$ cat config.mk
export PLATFORM = sky130hd
export DESIGN_NAME = sram_arbiter
export DESIGN_NICKNAME = d
export VERILOG_FILES = /design/src/rtl/sram_arbiter_pkg.sv /design/src/rtl/sram_rr_arb.sv /design/src/rtl/sram_arbiter.sv
export SDC_FILE = /design/constraint.sdc
export NUM_CORES = 1
export LEC_CHECK = 0
export CORE_MARGIN = 2
export CORE_UTILIZATION = 35
export CTS_CLUSTER_DIAMETER = 120
export DETAILED_ROUTE_END_ITERATION = 7
export GPL_TIMING_DRIVEN = 0
export PLACE_DENSITY_LB_ADDON = 0.12
export SLEW_MARGIN = 15
export SYNTH_ARGS = -nofsm -noshare
export SYNTH_HDL_FRONTEND = slang
export SYNTH_SLANG_ARGS = --single-unit
export TNS_END_PERCENT = 50
$ cat constraint.sdc
create_clock -name i_clk -period 3.03 [get_ports i_clk]
set_input_delay 0.4545 -clock i_clk [delete_from_list [all_inputs] [get_ports i_clk]]
set_output_delay 0.4545 -clock i_clk [all_outputs]
set_load 0.05 [all_outputs]
$ cat src/rtl/sram_arbiter_pkg.sv
// Shared widths, map bounds and FSM state type for the sprite/display SRAM arbiter.
// Coordinates pack into a 20-bit word address with x in the low half.
package SramPkg;

  localparam int ADDR_W  = 20;
  localparam int DATA_W  = 16;
  localparam int COORD_W = 10;

  // One extra bit so the x bound (the full 10-bit range) is not a constant comparison.
  localparam logic [COORD_W:0] MAP_X = 11'd1023;
  localparam logic [COORD_W:0] MAP_Y = 11'd767;

  typedef enum logic [1:0] {
    ST_IDLE  = 2'd0,
    ST_READ  = 2'd1,
    ST_WRITE = 2'd2,
    ST_TURN  = 2'd3
  } state_e;

  function automatic logic [ADDR_W-1:0] pack_addr(input logic [COORD_W-1:0] x,
                                                  input logic [COORD_W-1:0] y);
    return {y, x};
  endfunction

  function automatic logic coord_oob(input logic [COORD_W-1:0] x,
                                     input logic [COORD_W-1:0] y);
    return ({1'b0, x} > MAP_X) || ({1'b0, y} > MAP_Y);
  endfunction

endpackage

$ cat src/rtl/sram_rr_arb.sv
// Round-robin selector for the write ports: one-hot grant starting the search at
// the pointer; the pointer moves past the granted port only when i_en is high.
module sram_rr_arb
  import SramPkg::*;
#(
  parameter int N_WR = 2
) (
  input  logic            i_clk,
  input  logic            i_rst,
  input  logic [N_WR-1:0] i_req,
  input  logic            i_en,
  output logic [N_WR-1:0] o_grant
);

  logic [1:0] r_ptr;
  int         w_gidx;
  int         w_next_ptr;

  // Descending offsets so the port closest to the pointer is assigned last and wins.
  always_comb begin
    o_grant = '0;
    w_gidx  = 0;
    for (int k = N_WR - 1; k >= 0; k--) begin
      for (int p = 0; p < N_WR; p++) begin
        if (i_req[p] && (((int'(r_ptr) + k) % N_WR) == p)) begin
          o_grant    = '0;
          o_grant[p] = 1'b1;
          w_gidx     = p;
        end
      end
    end
  end

  always_comb begin
    w_next_ptr = 0;
    if (w_gidx != N_WR - 1) begin
      w_next_ptr = w_gidx + 1;
    end
  end

  always_ff @(posedge i_clk) begin
    if (i_rst) begin
      r_ptr <= 2'd0;
    end else if (i_en && (|i_req)) begin
      r_ptr <= 2'(w_next_ptr);
    end
  end

endmodule

$ cat src/rtl/sram_arbiter.sv
// Single-port async SRAM arbiter: display read port with absolute priority over
// N_WR round-robin sprite write ports, registered SRAM pins, write-to-read turnaround.
module sram_arbiter
  import SramPkg::*;
#(
  parameter int N_WR = 2
) (
  input  logic                           i_clk,
  input  logic                           i_rst,
  input  logic                           i_rd_req,
  input  logic [COORD_W-1:0]             i_rd_x,
  input  logic [COORD_W-1:0]             i_rd_y,
  output logic                           o_rd_ack,
  output logic                           o_rd_valid,
  output logic [DATA_W-1:0]              o_rd_data,
  input  logic [N_WR-1:0]                i_wr_req,
  input  logic [N_WR-1:0][COORD_W-1:0]   i_wr_x,
  input  logic [N_WR-1:0][COORD_W-1:0]   i_wr_y,
  input  logic [N_WR-1:0][DATA_W-1:0]    i_wr_data,
  output logic [N_WR-1:0]                o_wr_ack,
  output logic                           o_oob,
  output logic [ADDR_W-1:0]              o_sram_addr,
  output logic [DATA_W-1:0]              o_sram_dq_out,
  output logic                           o_sram_dq_oe,
  output logic                           o_sram_we_n,
  output logic                           o_sram_oe_n,
  output logic                           o_sram_ce_n,
  output logic                           o_sram_lb_n,
  output logic                           o_sram_ub_n,
  input  logic [DATA_W-1:0]              i_sram_dq_in
);

  state_e              r_state;
  state_e              w_state_next;
  logic                r_rd_valid;
  logic [DATA_W-1:0]   r_rd_data;
  logic                r_oob;
  logic [ADDR_W-1:0]   r_sram_addr;
  logic [DATA_W-1:0]   r_sram_dq_out;
  logic                r_sram_dq_oe;
  logic                r_sram_we_n;
  logic                r_sram_oe_n;
  logic                r_sram_ce_n;

  logic                w_rd_take;
  logic                w_wr_take;
  logic                w_oob;
  logic [N_WR-1:0]     w_grant;
  logic [COORD_W-1:0]  w_sel_x;
  logic [COORD_W-1:0]  w_sel_y;
  logic [DATA_W-1:0]   w_sel_data;
  logic [COORD_W-1:0]  w_x;
  logic [COORD_W-1:0]  w_y;

  sram_rr_arb #(
    .N_WR (N_WR)
  ) u_rr_arb (
    .i_clk   (i_clk),
    .i_rst   (i_rst),
    .i_req   (i_wr_req),
    .i_en    (w_wr_take),
    .o_grant (w_grant)
  );

  always_comb begin
    w_sel_x    = '0;
    w_sel_y    = '0;
    w_sel_data = '0;
    for (int p = 0; p < N_WR; p++) begin
      if (w_grant[p]) begin
        w_sel_x    = i_wr_x[p];
        w_sel_y    = i_wr_y[p];
        w_sel_data = i_wr_data[p];
      end
    end
  end

  // A read right after a WRITE cycle is held off so the bus can turn around.
  assign w_rd_take = !i_rst && i_rd_req && (r_state != ST_TURN) && (r_state != ST_WRITE);
  assign w_wr_take = !i_rst && !i_rd_req && (|i_wr_req) && (r_state != ST_TURN);

  assign w_x   = w_rd_take ? i_rd_x : w_sel_x;
  assign w_y   = w_rd_take ? i_rd_y : w_sel_y;
  assign w_oob = coord_oob(w_x, w_y);

  assign o_rd_ack = w_rd_take;
  assign o_wr_ack = w_wr_take ? w_grant : '0;

  always_comb begin
    w_state_next = ST_IDLE;
    if (w_rd_take && !w_oob) begin
      w_state_next = ST_READ;
    end else if (w_wr_take && !w_oob) begin
      w_state_next = ST_WRITE;
    end else if ((r_state == ST_WRITE) && i_rd_req && !i_rst) begin
      w_state_next = ST_TURN;
    end
  end

  always_ff @(posedge i_clk) begin
    if (i_rst) begin
      r_state       <= ST_IDLE;
      r_rd_valid    <= 1'b0;
      r_rd_data     <= '0;
      r_oob         <= 1'b0;
      r_sram_addr   <= '0;
      r_sram_dq_out <= '0;
      r_sram_dq_oe  <= 1'b0;
      r_sram_we_n   <= 1'b1;
      r_sram_oe_n   <= 1'b1;
      r_sram_ce_n   <= 1'b1;
    end else begin
      r_state    <= w_state_next;
      r_rd_valid <= (r_state == ST_READ);
      if (r_state == ST_READ) begin
        r_rd_data <= i_sram_dq_in;
      end
      r_oob <= (w_rd_take || w_wr_take) && w_oob;
      // Address holds its last value whenever no access is launched.
      if ((w_state_next == ST_READ) || (w_state_next == ST_WRITE)) begin
        r_sram_addr <= pack_addr(w_x, w_y);
      end
      if (w_state_next == ST_WRITE) begin
        r_sram_dq_out <= w_sel_data;
      end
      r_sram_dq_oe <= (w_state_next == ST_WRITE);
      r_sram_we_n  <= (w_state_next != ST_WRITE);
      r_sram_oe_n  <= (w_state_next != ST_READ);
      r_sram_ce_n  <= !((w_state_next == ST_READ) || (w_state_next == ST_WRITE));
    end
  end

  assign o_rd_valid    = r_rd_valid;
  assign o_rd_data     = r_rd_data;
  assign o_oob         = r_oob;
  assign o_sram_addr   = r_sram_addr;
  assign o_sram_dq_out = r_sram_dq_out;
  assign o_sram_dq_oe  = r_sram_dq_oe;
  assign o_sram_we_n   = r_sram_we_n;
  assign o_sram_oe_n   = r_sram_oe_n;
  assign o_sram_ce_n   = r_sram_ce_n;
  assign o_sram_lb_n   = r_sram_ce_n;
  assign o_sram_ub_n   = r_sram_ce_n;

endmodule

==> flow_summary.ini <==
[synthesis]
ys_warn_count = 0
yosysSeqAreaShare_pct = 47.3
syn-cell-area_sq_um = 2580
syn_avg_cell_area_sq_um = 8.60
async_flop_share_pct = 0
synth_flop_cell = dfxtp_1
synth.distinct_cells = 30
syn_inst = 300
ys_seq_elements = 61
syn_nets = 415
synthTopCellsByArea = dfxtp_1, nand2_1, a221oi_1, o32ai_1, nor2_1
yosys.area.top_type = dfxtp_1
synth-edff-count = 0
synth_top_area_share_pct = 47.3

[run_status]
outcome = finished, final reports clean

[sta]
slew_headroom_pct = 59.9
clock_skew_ps = 4.51
period_share_pct = 95.4
finalCriticalPeriod_ps = 2890
rsz0062_at_grt = false
final-setup-viol-count = 0
tightest_slew_ps = 593
drv_slew = 0
tns_ps = 0
max_freq_ghz = 0.346
report.final.hold_viol_count = 0

[setup_path]
ff2ff_path_depth = 9
worst-setup-path-type = in2reg
required_ps = 3260
crit_arrival_ps = 3120
worstSetupEndpointType = flip-flop
path_max_fanout = 10
start_kind = primary input

[hold_path]
hold_class = reg2reg
hold_path_depth = 2

[floorplan]
num_rows = 31
die-height_microns = 89.9
die_w_microns = 89.9
ios = 176
start_util_pct = 36.0
die-area_sq_um = 8070
core_sq_um = 7180

[power]
p_leak_nw = 1.70
power.density_nw_per_um2 = 512
finalPower_mw = 2.41
vdd_drop_max_v = 0.000231

[drt]
drtIter0Drc = 93
wl_per_cell_microns = 14.7
wirelength_microns = 8640
wl_met3_microns = 612
routed.top_layer = met4
wl_met1_microns = 3770
routed-wl-met2_microns = 4100
antenna_left = 0
vias = 2944
drtPass1Iterations = 4
drc = 0
vias_per_cell = 4.99

[clocking]
cts_made_buffers = 9
cts_root_buf = clkbuf_8
cts_buffer_depth = 2
cts_tree = yes
clk_pin_slew_ps = 70
clock_sinks = 61
hold_buffers = 0
htree_levels = 3
post-cts-setup-buffer-count = 0
insertion_delay_ps = 330

[global_routing]
antenna_found_initial = 0
grt_use_total_pct = 20.7
grt_pass1_vias = 2785
grt_start_max_net_pins = 13
grt_pass1_wl_microns = 13600
grt-ovfl-total = 0

[final_layout]
fill_cells = 631
antennaDiodeCount = 0
layout_common_cells = clkdlybuf4s50_1, dfxtp_1, nand2_1, nor2_1, a221oi_1
mostFrequentLayoutCell = clkdlybuf4s50_1
nets = 601
syn2layout_area_growth_pct = 82.2
layout-drive-gt1-share_pct = 7.94

[flow_run]
cap_violations = 0

[placement]
finalWeightedCongestion = 0.826
dpl.hpwl_microns = 6570
port_buffers = 175
==> cell usage after synthesis (all sizes together), types with 3 or more instances <==
| library cell | number |
|---|---|
| nand2 | 56 |
| o32ai | 18 |
| nor2 | 39 |
| nand2b | 4 |
| a221oi | 18 |
| a21oi | 16 |
| buf | 12 |
| clkbuf | 19 |
| a22oi | 16 |
| a211oi | 16 |
| and2 | 3 |
| dfxtp | 61 |
==> worst paths after layout <==
path | start | end | slack, ps
max reg2reg | r_state[1]$_SDFF_PP0_ | o_sram_addr[11]$_SDFFE_PP0P_ | 280
min reg2reg | o_rd_data[5]$_SDFFE_PP0P_ | o_rd_data[5]$_SDFFE_PP0P_ | 450
max | i_wr_req[1] | o_sram_addr[11]$_SDFFE_PP0P_ | 140
min | o_rd_data[5]$_SDFFE_PP0P_ | o_rd_data[5]$_SDFFE_PP0P_ | 450
==> stage by stage <==
| step | cell area, sq um | util [%] | instances | setup slack [ps] | hold slack, ps |
|---|---|---|---|---|---|
| floorplan | 2580 | - | 300 | 427 | 488 |
| global placement | 4460 | 62.1 | 574 | -378 | 441 |
| detailed placement | 4460 | 62.1 | 574 | -450 | 446 |
| CTS | 4670 | 65.1 | 590 | 3.27 | 456 |
| global route | 4700 | 65.5 | 590 | 46.2 | 474 |
| finish | 4700 | 65.5 | 590 | 141 | 454 |
==> sequential cells by signal, indices dropped and copies added, names as in the netlist <==
register / flops
o_sram_dq_out: 16
o_oob: 1
o_sram_we_n: 1
u_rr_arb.r_ptr: 1
o_sram_ce_n: 1
o_rd_data: 16
r_state: 2
o_sram_oe_n: 1
o_sram_dq_oe: 1
o_sram_addr: 20
o_rd_valid: 1
==> where the power goes <==
part           internal (mW)  switching (mW)  total, mW
Combinational          0.337           0.443      0.780
Clock                  0.382           0.341      0.723
Sequential             0.868          0.0340      0.902
Total                   1.59           0.819       2.41
==> cell type report <==
class	instances	area (sq um)	area share (%)
Buffer	31	153	3.25
Clock buffer	9	124	2.64
Clock inverter	7	75.1	1.60
Inverter	2	7.51	0.160
Multi-Input combinational cell	206	1250	26.5
Sequential cell	61	1220	26.0
Tap cell	99	124	2.64
Timing Repair Buffer	175	1750	37.2
==> worst max-delay path: stages <==
cell	delay (ps)
clkdlybuf4s50_1	520
a21boi_4	360
nand2_1	130
a211o_1	280
o22a_1	200
ha_1	320
or2_2	330
clkbuf_4	210
o32ai_1	310
==> routing by layer <==
layer / vias to the layer above / track usage [%]
met4: 0 / 8.46
met5: - / 0
met1: 1366 / 25.1
li1: 1466 / -
met2: 103 / 34.7
met3: 9 / 6.04
==> cells by family after synthesis <==
family | synth area share [%]
compound gates | 28.5
fa+ha+maj | 0.970
buf+inv | 5.82
flops | 47.3
simple gates | 17.4
==> timing repair <==
action,in CTS,in global routing
hold endpoints to repair,0,0
endpoints found under the setup margin,19,32
resized for setup,9,7
Note: power is estimated with default switching activity, not from simulation.
